[config.mk]
export PLATFORM = sky130hd
export DESIGN_NAME = motion_compare
export DESIGN_NICKNAME = d
export VERILOG_FILES = /design/src/rtl/motion_compare.sv
export SDC_FILE = /design/constraint.sdc
export NUM_CORES = 1
export LEC_CHECK = 0
export ABC_AREA = 0
export CAP_MARGIN = 30
export CORE_MARGIN = 10
export CORE_UTILIZATION = 50
export DETAILED_ROUTE_END_ITERATION = 10
export GPL_TIMING_DRIVEN = 0
export HOLD_SLACK_MARGIN = 0.1
export PLACE_DENSITY = 0.76
export SLEW_MARGIN = 20
export SYNTH_ARGS = -nofsm -noshare
export SYNTH_HDL_FRONTEND = slang
export SYNTH_SLANG_ARGS = --single-unit
[constraint.sdc]
create_clock -name clk -period 11.15 [get_ports clk]
set_clock_uncertainty 0.05 [all_clocks]
set_input_delay 2.23 -clock clk [delete_from_list [all_inputs] [get_ports clk]]
set_output_delay 2.23 -clock clk [all_outputs]
set_load 0.005 [all_outputs]
[src/rtl/motion_compare.sv]
// motion_compare: frame-differencing stage.
// After each captured frame, scans the frame buffer word by word, compares
// each 4-bit pixel against the reference (previous) frame, writes a per-word
// change mask, copies the current word into the reference buffer and reports
// the number of changed pixels plus a motion flag.
//
// Ports:
//   clk, rst_n                 clock, async active-low reset
//   frame_done                 pulse: new frame ready in the frame buffer
//   pix_thresh, count_thresh   per-pixel / per-frame thresholds (sampled at start)
//   fb_addr, fb_din            frame buffer read port (1-cycle latency)
//   ref_addr, ref_din,
//   ref_we, ref_dout           single-port reference buffer
//   mask_addr, mask_we,
//   mask_dout                  change-mask write port
//   busy, done                 scan in progress / results-valid pulse
//   change_count, motion       last frame result, held until next done
//   overrun                    sticky: frame_done seen while not idle
//
// state  | meaning
// -------+---------------------------------------------------------------
// IDLE   | waiting for frame_done
// SCAN   | even phase reads word idx, odd phase writes an earlier result
// FLUSH  | two cycles draining the compare pipeline
// REPORT | done pulse cycle, results visible
module motion_compare #(
   parameter int WORDS   = 19200,
   parameter int ADDR_W  = 15,
   parameter int COUNT_W = 17
) (
   input  logic               clk,
   input  logic               rst_n,
   input  logic               frame_done,
   input  logic [3:0]         pix_thresh,
   input  logic [COUNT_W-1:0] count_thresh,
   output logic [ADDR_W-1:0]  fb_addr,
   input  logic [15:0]        fb_din,
   output logic [ADDR_W-1:0]  ref_addr,
   input  logic [15:0]        ref_din,
   output logic               ref_we,
   output logic [15:0]        ref_dout,
   output logic [ADDR_W-1:0]  mask_addr,
   output logic               mask_we,
   output logic [3:0]         mask_dout,
   output logic               busy,
   output logic               done,
   output logic [COUNT_W-1:0] change_count,
   output logic               motion,
   output logic               overrun
);

   typedef enum logic [1:0] {IDLE, SCAN, FLUSH, REPORT} state_t;

   localparam logic [ADDR_W-1:0] LAST_IDX = ADDR_W'(WORDS - 1);

   state_t               state_q, state_d;
   logic                 phase_q, phase_d;
   logic [ADDR_W-1:0]    idx_q, idx_d;
   logic                 flush_q, flush_d;
   logic [3:0]           pt_q, pt_d;
   logic [COUNT_W-1:0]   ct_q, ct_d;
   logic [COUNT_W-1:0]   acc_q, acc_d;
   logic                 ref_valid_q, ref_valid_d;
   logic                 overrun_q, overrun_d;
   logic                 done_q, done_d;
   logic [COUNT_W-1:0]   change_count_q, change_count_d;
   logic                 motion_q, motion_d;

   logic                 s1_vld_q, s1_vld_d;
   logic [15:0]          s1_fb_q, s1_fb_d;
   logic [15:0]          s1_ref_q, s1_ref_d;
   logic [ADDR_W-1:0]    s1_idx_q, s1_idx_d;

   logic                 we_q, we_d;
   logic [ADDR_W-1:0]    mask_addr_q, mask_addr_d;
   logic [3:0]           mask_dout_q, mask_dout_d;
   logic [15:0]          ref_dout_q, ref_dout_d;

   logic [3:0]           changed;
   logic [2:0]           pop;

   // Per-nibble absolute difference in 5-bit arithmetic, strict compare.
   always_comb begin
      logic [4:0] a, b, d;
      changed = 4'b0;
      for (int i = 0; i < 4; i++) begin
         a = {1'b0, s1_fb_q[4*i +: 4]};
         b = {1'b0, s1_ref_q[4*i +: 4]};
         d = (a >= b) ? (a - b) : (b - a);
         changed[i] = (d > {1'b0, pt_q});
      end
      pop = {2'b0, changed[0]} + {2'b0, changed[1]}
          + {2'b0, changed[2]} + {2'b0, changed[3]};
   end

   always_comb begin
      state_d        = state_q;
      phase_d        = phase_q;
      idx_d          = idx_q;
      flush_d        = flush_q;
      pt_d           = pt_q;
      ct_d           = ct_q;
      acc_d          = acc_q;
      ref_valid_d    = ref_valid_q;
      overrun_d      = overrun_q;
      done_d         = 1'b0;
      change_count_d = change_count_q;
      motion_d       = motion_q;

      if (frame_done && (state_q != IDLE))
         overrun_d = 1'b1;

      // A priming frame has no meaningful reference, so nothing is counted.
      if (s1_vld_q && ref_valid_q)
         acc_d = acc_q + COUNT_W'(pop);

      case (state_q)
         IDLE: begin
            if (frame_done) begin
               state_d = SCAN;
               pt_d    = pix_thresh;
               ct_d    = count_thresh;
               acc_d   = '0;
               idx_d   = '0;
               phase_d = 1'b0;
            end
         end
         SCAN: begin
            phase_d = ~phase_q;
            if (phase_q) begin
               if (idx_q == LAST_IDX) begin
                  state_d = FLUSH;
                  idx_d   = '0;
                  flush_d = 1'b0;
               end else begin
                  idx_d = idx_q + 1'b1;
               end
            end
         end
         FLUSH: begin
            flush_d = 1'b1;
            if (flush_q) begin
               state_d     = REPORT;
               done_d      = ref_valid_q;
               ref_valid_d = 1'b1;
               if (ref_valid_q) begin
                  change_count_d = acc_q;
                  motion_d       = (acc_q > ct_q);
               end
            end
         end
         REPORT: state_d = IDLE;
         default: state_d = IDLE;
      endcase
   end

   // S1 captures read data on the odd (write) phase that follows each read;
   // S2 registers the memory writes, which land on the next odd phase.
   always_comb begin
      s1_vld_d    = (state_q == SCAN) && phase_q;
      s1_fb_d     = s1_vld_d ? fb_din  : s1_fb_q;
      s1_ref_d    = s1_vld_d ? ref_din : s1_ref_q;
      s1_idx_d    = s1_vld_d ? idx_q   : s1_idx_q;
      we_d        = s1_vld_q;
      mask_addr_d = mask_addr_q;
      mask_dout_d = mask_dout_q;
      ref_dout_d  = ref_dout_q;
      if (s1_vld_q) begin
         mask_addr_d = s1_idx_q;
         mask_dout_d = ref_valid_q ? changed : 4'b0;
         ref_dout_d  = s1_fb_q;
      end
   end

   always_ff @(posedge clk or negedge rst_n) begin
      if (!rst_n) begin
         state_q        <= IDLE;
         phase_q        <= 1'b0;
         idx_q          <= '0;
         flush_q        <= 1'b0;
         pt_q           <= '0;
         ct_q           <= '0;
         acc_q          <= '0;
         ref_valid_q    <= 1'b0;
         overrun_q      <= 1'b0;
         done_q         <= 1'b0;
         change_count_q <= '0;
         motion_q       <= 1'b0;
         s1_vld_q       <= 1'b0;
         s1_fb_q        <= '0;
         s1_ref_q       <= '0;
         s1_idx_q       <= '0;
         we_q           <= 1'b0;
         mask_addr_q    <= '0;
         mask_dout_q    <= '0;
         ref_dout_q     <= '0;
      end else begin
         state_q        <= state_d;
         phase_q        <= phase_d;
         idx_q          <= idx_d;
         flush_q        <= flush_d;
         pt_q           <= pt_d;
         ct_q           <= ct_d;
         acc_q          <= acc_d;
         ref_valid_q    <= ref_valid_d;
         overrun_q      <= overrun_d;
         done_q         <= done_d;
         change_count_q <= change_count_d;
         motion_q       <= motion_d;
         s1_vld_q       <= s1_vld_d;
         s1_fb_q        <= s1_fb_d;
         s1_ref_q       <= s1_ref_d;
         s1_idx_q       <= s1_idx_d;
         we_q           <= we_d;
         mask_addr_q    <= mask_addr_d;
         mask_dout_q    <= mask_dout_d;
         ref_dout_q     <= ref_dout_d;
      end
   end

   assign fb_addr      = idx_q;
   // Single-port reference: the write slot borrows the address bus.
   assign ref_addr     = we_q ? mask_addr_q : idx_q;
   assign ref_we       = we_q;
   assign ref_dout     = ref_dout_q;
   assign mask_we      = we_q;
   assign mask_addr    = mask_addr_q;
   assign mask_dout    = mask_dout_q;
   assign busy         = (state_q == SCAN) || (state_q == FLUSH);
   assign done         = done_q;
   assign change_count = change_count_q;
   assign motion       = motion_q;
   assign overrun      = overrun_q;

endmodule
After elaboration in Yosys (flattened, before gate mapping)
Cells that the tools add are included.
W data, S select, Z words.
{ "totals": {"reg_bits": 162, "inputBits": 56, "out_inout_bits": 88, "wordCells": 91} }
{ "op_classes": {"n_addsub": 13, "order_cmp": 9, "n_eq_ne": 8, "muxes": 25, "bitwise": 1, "reduce_logical": 15} }
{ "op_table": {"columns": ["op", "count"], "rows": [
  ["$mux W15", 4],
  ["$mux W17", 3],
  ["$sub A4 B4 Y5", 8],
  ["$pmux W15 S2", 1],
  ["$gt A5 B4 Y1", 4],
  ["$mux W5", 4],
  ["$add A17 B3 Y17", 1],
  ["$gt A17 B17 Y1", 1],
  ["$ge A4 B4 Y1", 4],
  ["$add A15 B1 Y15 const B", 1],
  ["$eq A15 B15 Y1 const B", 1],
  ["$reduce_and A3 Y1", 3],
  ["$mux W2", 4],
  ["$ne A2 B2 Y1 const B", 4],
  ["$pmux W2 S4", 1],
  ["$reduce_and A2 Y1", 3],
  ["$reduce_bool A2 Y1", 3],
  ["$mux W1", 5],
  ["$eq A2 B2 Y1 const B", 2],
  ["$mux W4", 1],
  ["$pmux W1 S2", 2],
  ["$reduce_and A4 Y1", 1],
  ["$add A2 B1 Y3", 1],
  ["$add A3 B1 Y3", 1],
  ["6 further kinds", 8]
]} }

Depth between registers and ports, before layout
{ "logic_depth": {"depth_word": 10, "mapped_depth": 19, "mapped_depth_nobuf": 19} }

Worst setup path after synthesis
OpenSTA, ideal clock, no wires.
{ "synth_timing": {"kind": "register to register", "startpoint": "register s1_fb_q[2]", "endpoint": "register acc_q[16]", "setup_ns": 0.131, "t_arrival_ns": 4.384, "required_time_ns": 10.969, "setup_slack_ns": 6.585, "path_stages_with_launch": 20, "path_buffers": 0, "synth_period_minus_slack_ns": 4.565, "path_cell_list": "dfrtp_1 inv_1 ha_1 or2_2 a21oi_1 a21oi_1 mux2i_1 xor2_1 ha_1 a21oi_1 o21ai_0 a222oi_1 fa_1 fa_1 inv_1 fa_1 nand4_1 nor4_1 xnor2_1 nor2_1"} }
{ "synth_via": {"elab_chain_cells": 10, "word_cells_on_any_way": 12, "classes_between": "add/sub (6); order compare (2); mux (4)"} }
{ "synth_lines": {"columns": ["item", "line_no", "rtl"], "rows": [
  ["start: declaration", "70", "logic [15:0] s1_fb_q, s1_fb_d;"],
  ["start signal: assignment", "190", "s1_fb_q <= '0;"],
  ["start signal: assignment", "211", "s1_fb_q <= s1_fb_d;"],
  ["$sub A4 B4 Y5 or $ge A4 B4 Y1 (tied branches)", "89", "d = (a >= b) ? (a - b) : (b - a);"],
  ["$mux W5 *", "89", null],
  ["$gt A5 B4 Y1 *", "90", "changed[i] = (d > {1'b0, pt_q});"],
  ["$add A1 B1 Y2 *", "92", "pop = {2'b0, changed[0]} + {2'b0, changed[1]}"],
  ["$add A2 B1 Y3 *", "93", "+ {2'b0, changed[2]} + {2'b0, changed[3]};"],
  ["$add A3 B1 Y3 *", "93", null],
  ["$add A17 B3 Y17 *", "115", "acc_d = acc_q + COUNT_W'(pop);"],
  ["$mux W17 *", "114", "if (s1_vld_q && ref_valid_q)"],
  ["$mux W17", "119", "if (frame_done) begin"],
  ["$mux W17 *", "117", "case (state_q)"],
  ["net acc_d[16]", "62", "logic [COUNT_W-1:0] acc_q, acc_d;"],
  ["end signal: assignment", "183", "acc_q <= '0;"],
  ["end signal: assignment", "204", "acc_q <= acc_d;"],
  ["end: declaration", "62", null]
]} }
Mark *: on every way through the listed nets, which the timed path passes. The rest lies on a longest branch.
A chain may end at the register's enable or synchronous reset.

Final worst setup path
{ "layout_timing": {"startpoint": "register s1_fb_q[1]", "endpoint": "register acc_q[16]"} }
Same word-level chain as after synthesis.

==> results.txt <==
status = completed
grt ovf = 0
post-synth cell types = 58
DRC = 0
most used cell along the critical path = fa_1
final net count = 1114
Clock H-tree levels = 4
die span in x = 152.0 um
Starting Density = 0.5068
hpwl dp = 15640 um
combinational share of power = 0.558
Setup-failing EPs final = 0
Critical-path top delay cell = a222oi_1
share of power burned in registers = 0.260
initial antenna violation count = 0
placer congestion estimate = 0.8458
Async S/R FF share, synth = 1.000
first-pass GRT wire length = 35540 um
vias in the first global route = 6898
drt via density = 5.328
CTS root buf = clkbuf_16
Sink Count = 162
storage element area = 0.004054 mm^2
Ant. Diodes = 0
Setup CP Type = flip-flop to flip-flop
Int Power = 0.002017 W
vias post-DR = 6473
synthesized flop and latch total = 162
ranking of synthesized cells by area = dfrtp_1, mux2_2, ha_1
Sw Share = 0.4052
row count = 48
Die Area = 0.02309 mm^2
Worst EP arrival = 5660 ps
Power Dens Cells = 306.3 mW/mm^2
RSZ-0062 raised after global routing = no
CTS buffer count = 17
area leader, netlist = dfrtp_1
CP Launch Type = flip-flop
measured slew at the worst slew-check pin = 675.6 ps
placed cell area = 0.01045 mm^2
fin. max-slew vios = 0
crit-path max cell delay = 530 ps
CP endpoint kind = flip-flop
maxcap violations = 0
CTS resizes = 0
syn avg cell area = 10.71 um^2
NetSw = 0.001374 W
WL final = 21340 um
cells along the critical path = inv_1 > ha_1 > o21ai_0 > a21oi_1 > mux2i_1 > xor2_1 > ha_1 > a21oi_1 > o21ai_0 > a222oi_1 > fa_1 > fa_1 > inv_1 > fa_1 > nand4_1 > nor4_1 > xnor2_1 > nor2_1
Tot Pwr = 0.003391 W
GR Util All Layers = 0.1843
Routed Antenna Nets = 0
Syn Inst Count = 813
clock latency on the worst-skew pair = 430 ps
clock tree from TritonCTS = built
port bufs = 143
Syn Nets = 950
final hold vios = 0
CTS clk-pin slew, worst paths = 70 ps
DR iter-0 viols = 356
area of the multi-input gates = 0.004242 mm^2
Setup TNS Final = 0 ps
required time of the critical path = 11400 ps
minimum clock period = 5418 ps
layout cells sized above 1 = 0.1313
wire per inst = 17.57 um
sequential area share after synthesis = 0.4657
Ys Warns = 0
setup repair bufs after CTS = 0
fill count = 1388
post-synth top area share = 0.4657
number of iterations in the first detailed-routing pass = 5
io pins = 144
largest net degree at the start of global routing = 84
clock network fraction of design power = 0.183
core area = 0.01718 mm^2
Synth-to-Final Area Change = 27.19%
Syn Std Cell Area = 0.008706 mm^2
Tcrit/Tclk final = 0.4859
Slew headroom = 0.5496
prevailing post-synth register cell = dfrtp_1
Clock Path Buffers = 2
Fmax achieved = 184.6 MHz
chip height = 152.0 um
Max VDD drop = 0.1753 mV
fin area = 0.01107 mm^2
Min-Delay Path Class = flip-flop to flip-flop
EDFF count, synth = 0
Max Fanout on Critical Path = 6
P_leak = 5.073 nW
CTS Hold Bufs = 0
==> registers in the layout, summed over array words and instances, names as in the netlist, 2 cells and up <==
register,count
state_q,2
pt_q,4
ref_dout,16
mask_addr,15
s1_idx_q,15
s1_fb_q,16
mask_dout,4
ct_q,17
s1_ref_q,16
fb_addr,15
acc_q,17
change_count,17
==> critical path: cells and delay by family (launching register included) <==
family                     cells  cell delay [ps]
DFF                            1              420
adders and majority gates      5             1840
AOI/OAI and AO/OA              5             1310
buffers and inverters          2              190
muxes                          1              270
and+or+nand+nor                3              810
xor gates and xnor gates       2              380
==> power groups by stage <==
stage,sequential [W],clock [W],combinational (W)
global placement,0.000881,0,0.00183
CTS,0.000880,0.000628,0.00191
global route,0.000902,0.000655,0.00216
detailed placement,0.000889,0,0.00189
floorplan,0.000860,0,0.00136
finish,0.000880,0.000619,0.00189
==> cell usage after synthesis (3+ instances only) <==
library cell and count:
nor2b_1 5, inv_1 76, a211oi_1 3, nand3_1 12, a21o_1 11, mux2i_1 9, nor3_1 7, a21oi_1 38
dfrtp_1 162, nand2_1 76, clkbuf_1 24, nand4_1 16, xnor2_1 15, nor4_1 5, nor3b_1 5, ha_1 70
and4_1 3, o21bai_1 3, o21ai_0 67, o31ai_1 4, fa_1 11, mux2_2 81, xor2_1 19, and2_1 3
nor2_1 41, and3_1 4, a211o_1 3
==> final cells by class <==
| type | instances | share of cell area |
|---|---|---|
| inverter | 76 | 0.02576 |
| clock buffer | 18 | 0.03876 |
| clock inverter | 14 | 0.01695 |
| timing repair buffer | 145 | 0.1327 |
| multi-input combinational | 546 | 0.3831 |
| tap | 225 | 0.02542 |
| buffer | 29 | 0.01130 |
| sequential | 162 | 0.3661 |
==> placed cells by master (no fill, tap or decap), types with 4 or more instances in the layout <==
cell type        count
nor3_1               7
o31ai_1              4
nand3_1             12
nor2b_1              5
clkdlybuf4s50_1    142
clkbuf_16           17
nor2_1              41
a21o_1              11
xor2_1              19
nor3b_1              5
ha_1                70
nand4_1             16
inv_6                5
mux2_2              81
mux2i_1              9
nor4_1               5
fa_1                11
a21oi_1             38
o21ai_0             67
and3_1               4
xnor2_1             15
inv_1               76
dfrtp_1            162
nand2_1             76
clkbuf_1            25
==> path summary, 6_finish.rpt <==
path                                         from                        to  slack [ps]  cells after the start
max                        s1_fb_q[1]$_DFFE_PN0P_       acc_q[16]$_DFF_PN0_        5730                     18
min                            s1_vld_q$_DFF_PN0_         mask_we$_DFF_PN0_         370                      0
max reg2reg                s1_fb_q[1]$_DFFE_PN0P_       acc_q[16]$_DFF_PN0_        5730                     18
min reg2reg                    s1_vld_q$_DFF_PN0_         mask_we$_DFF_PN0_         370                      0
max in group asynchronous                   rst_n        acc_q[3]$_DFF_PN0_        8510                      2
min in group asynchronous                   rst_n  s1_idx_q[13]$_DFFE_PN0P_        1710                      1
==> kinds of logic (layout without fill, tap and decap cells) <==
group / Yosys count / after routing / share of synthesized area
DFF: 162 / 162 / 0.4657
adders and majority gates: 81 / 81 / 0.1259
xor gates and xnor gates: 34 / 34 / 0.03421
AOI/OAI and AO/OA: 150 / 150 / 0.1048
buffers and inverters: 105 / 282 / 0.04714
and+or+nand+nor: 190 / 190 / 0.1055
muxes: 91 / 91 / 0.1168
==> metrics by stage <==
stage	utilization	cells	hold WS [ps]	setup slack, ps
after floorplan	-	813	301.9	6585
after global placement	0.6066	1181	342.7	1095
after detailed placement	0.6085	1182	331.6	5868
after CTS	0.6444	1214	357.9	5723
after global routing	0.6447	1215	376.2	5405
final	0.6447	1215	368.8	5732
==> per-layer routing <==
metal	part of all wire	global-route usage
met5	0	0
met3	0.055	0.04939
met2	0.47	0.2962
met1	0.46	0.2347
met4	0.019	0.06327
Power figures use the tool's default switching activity.
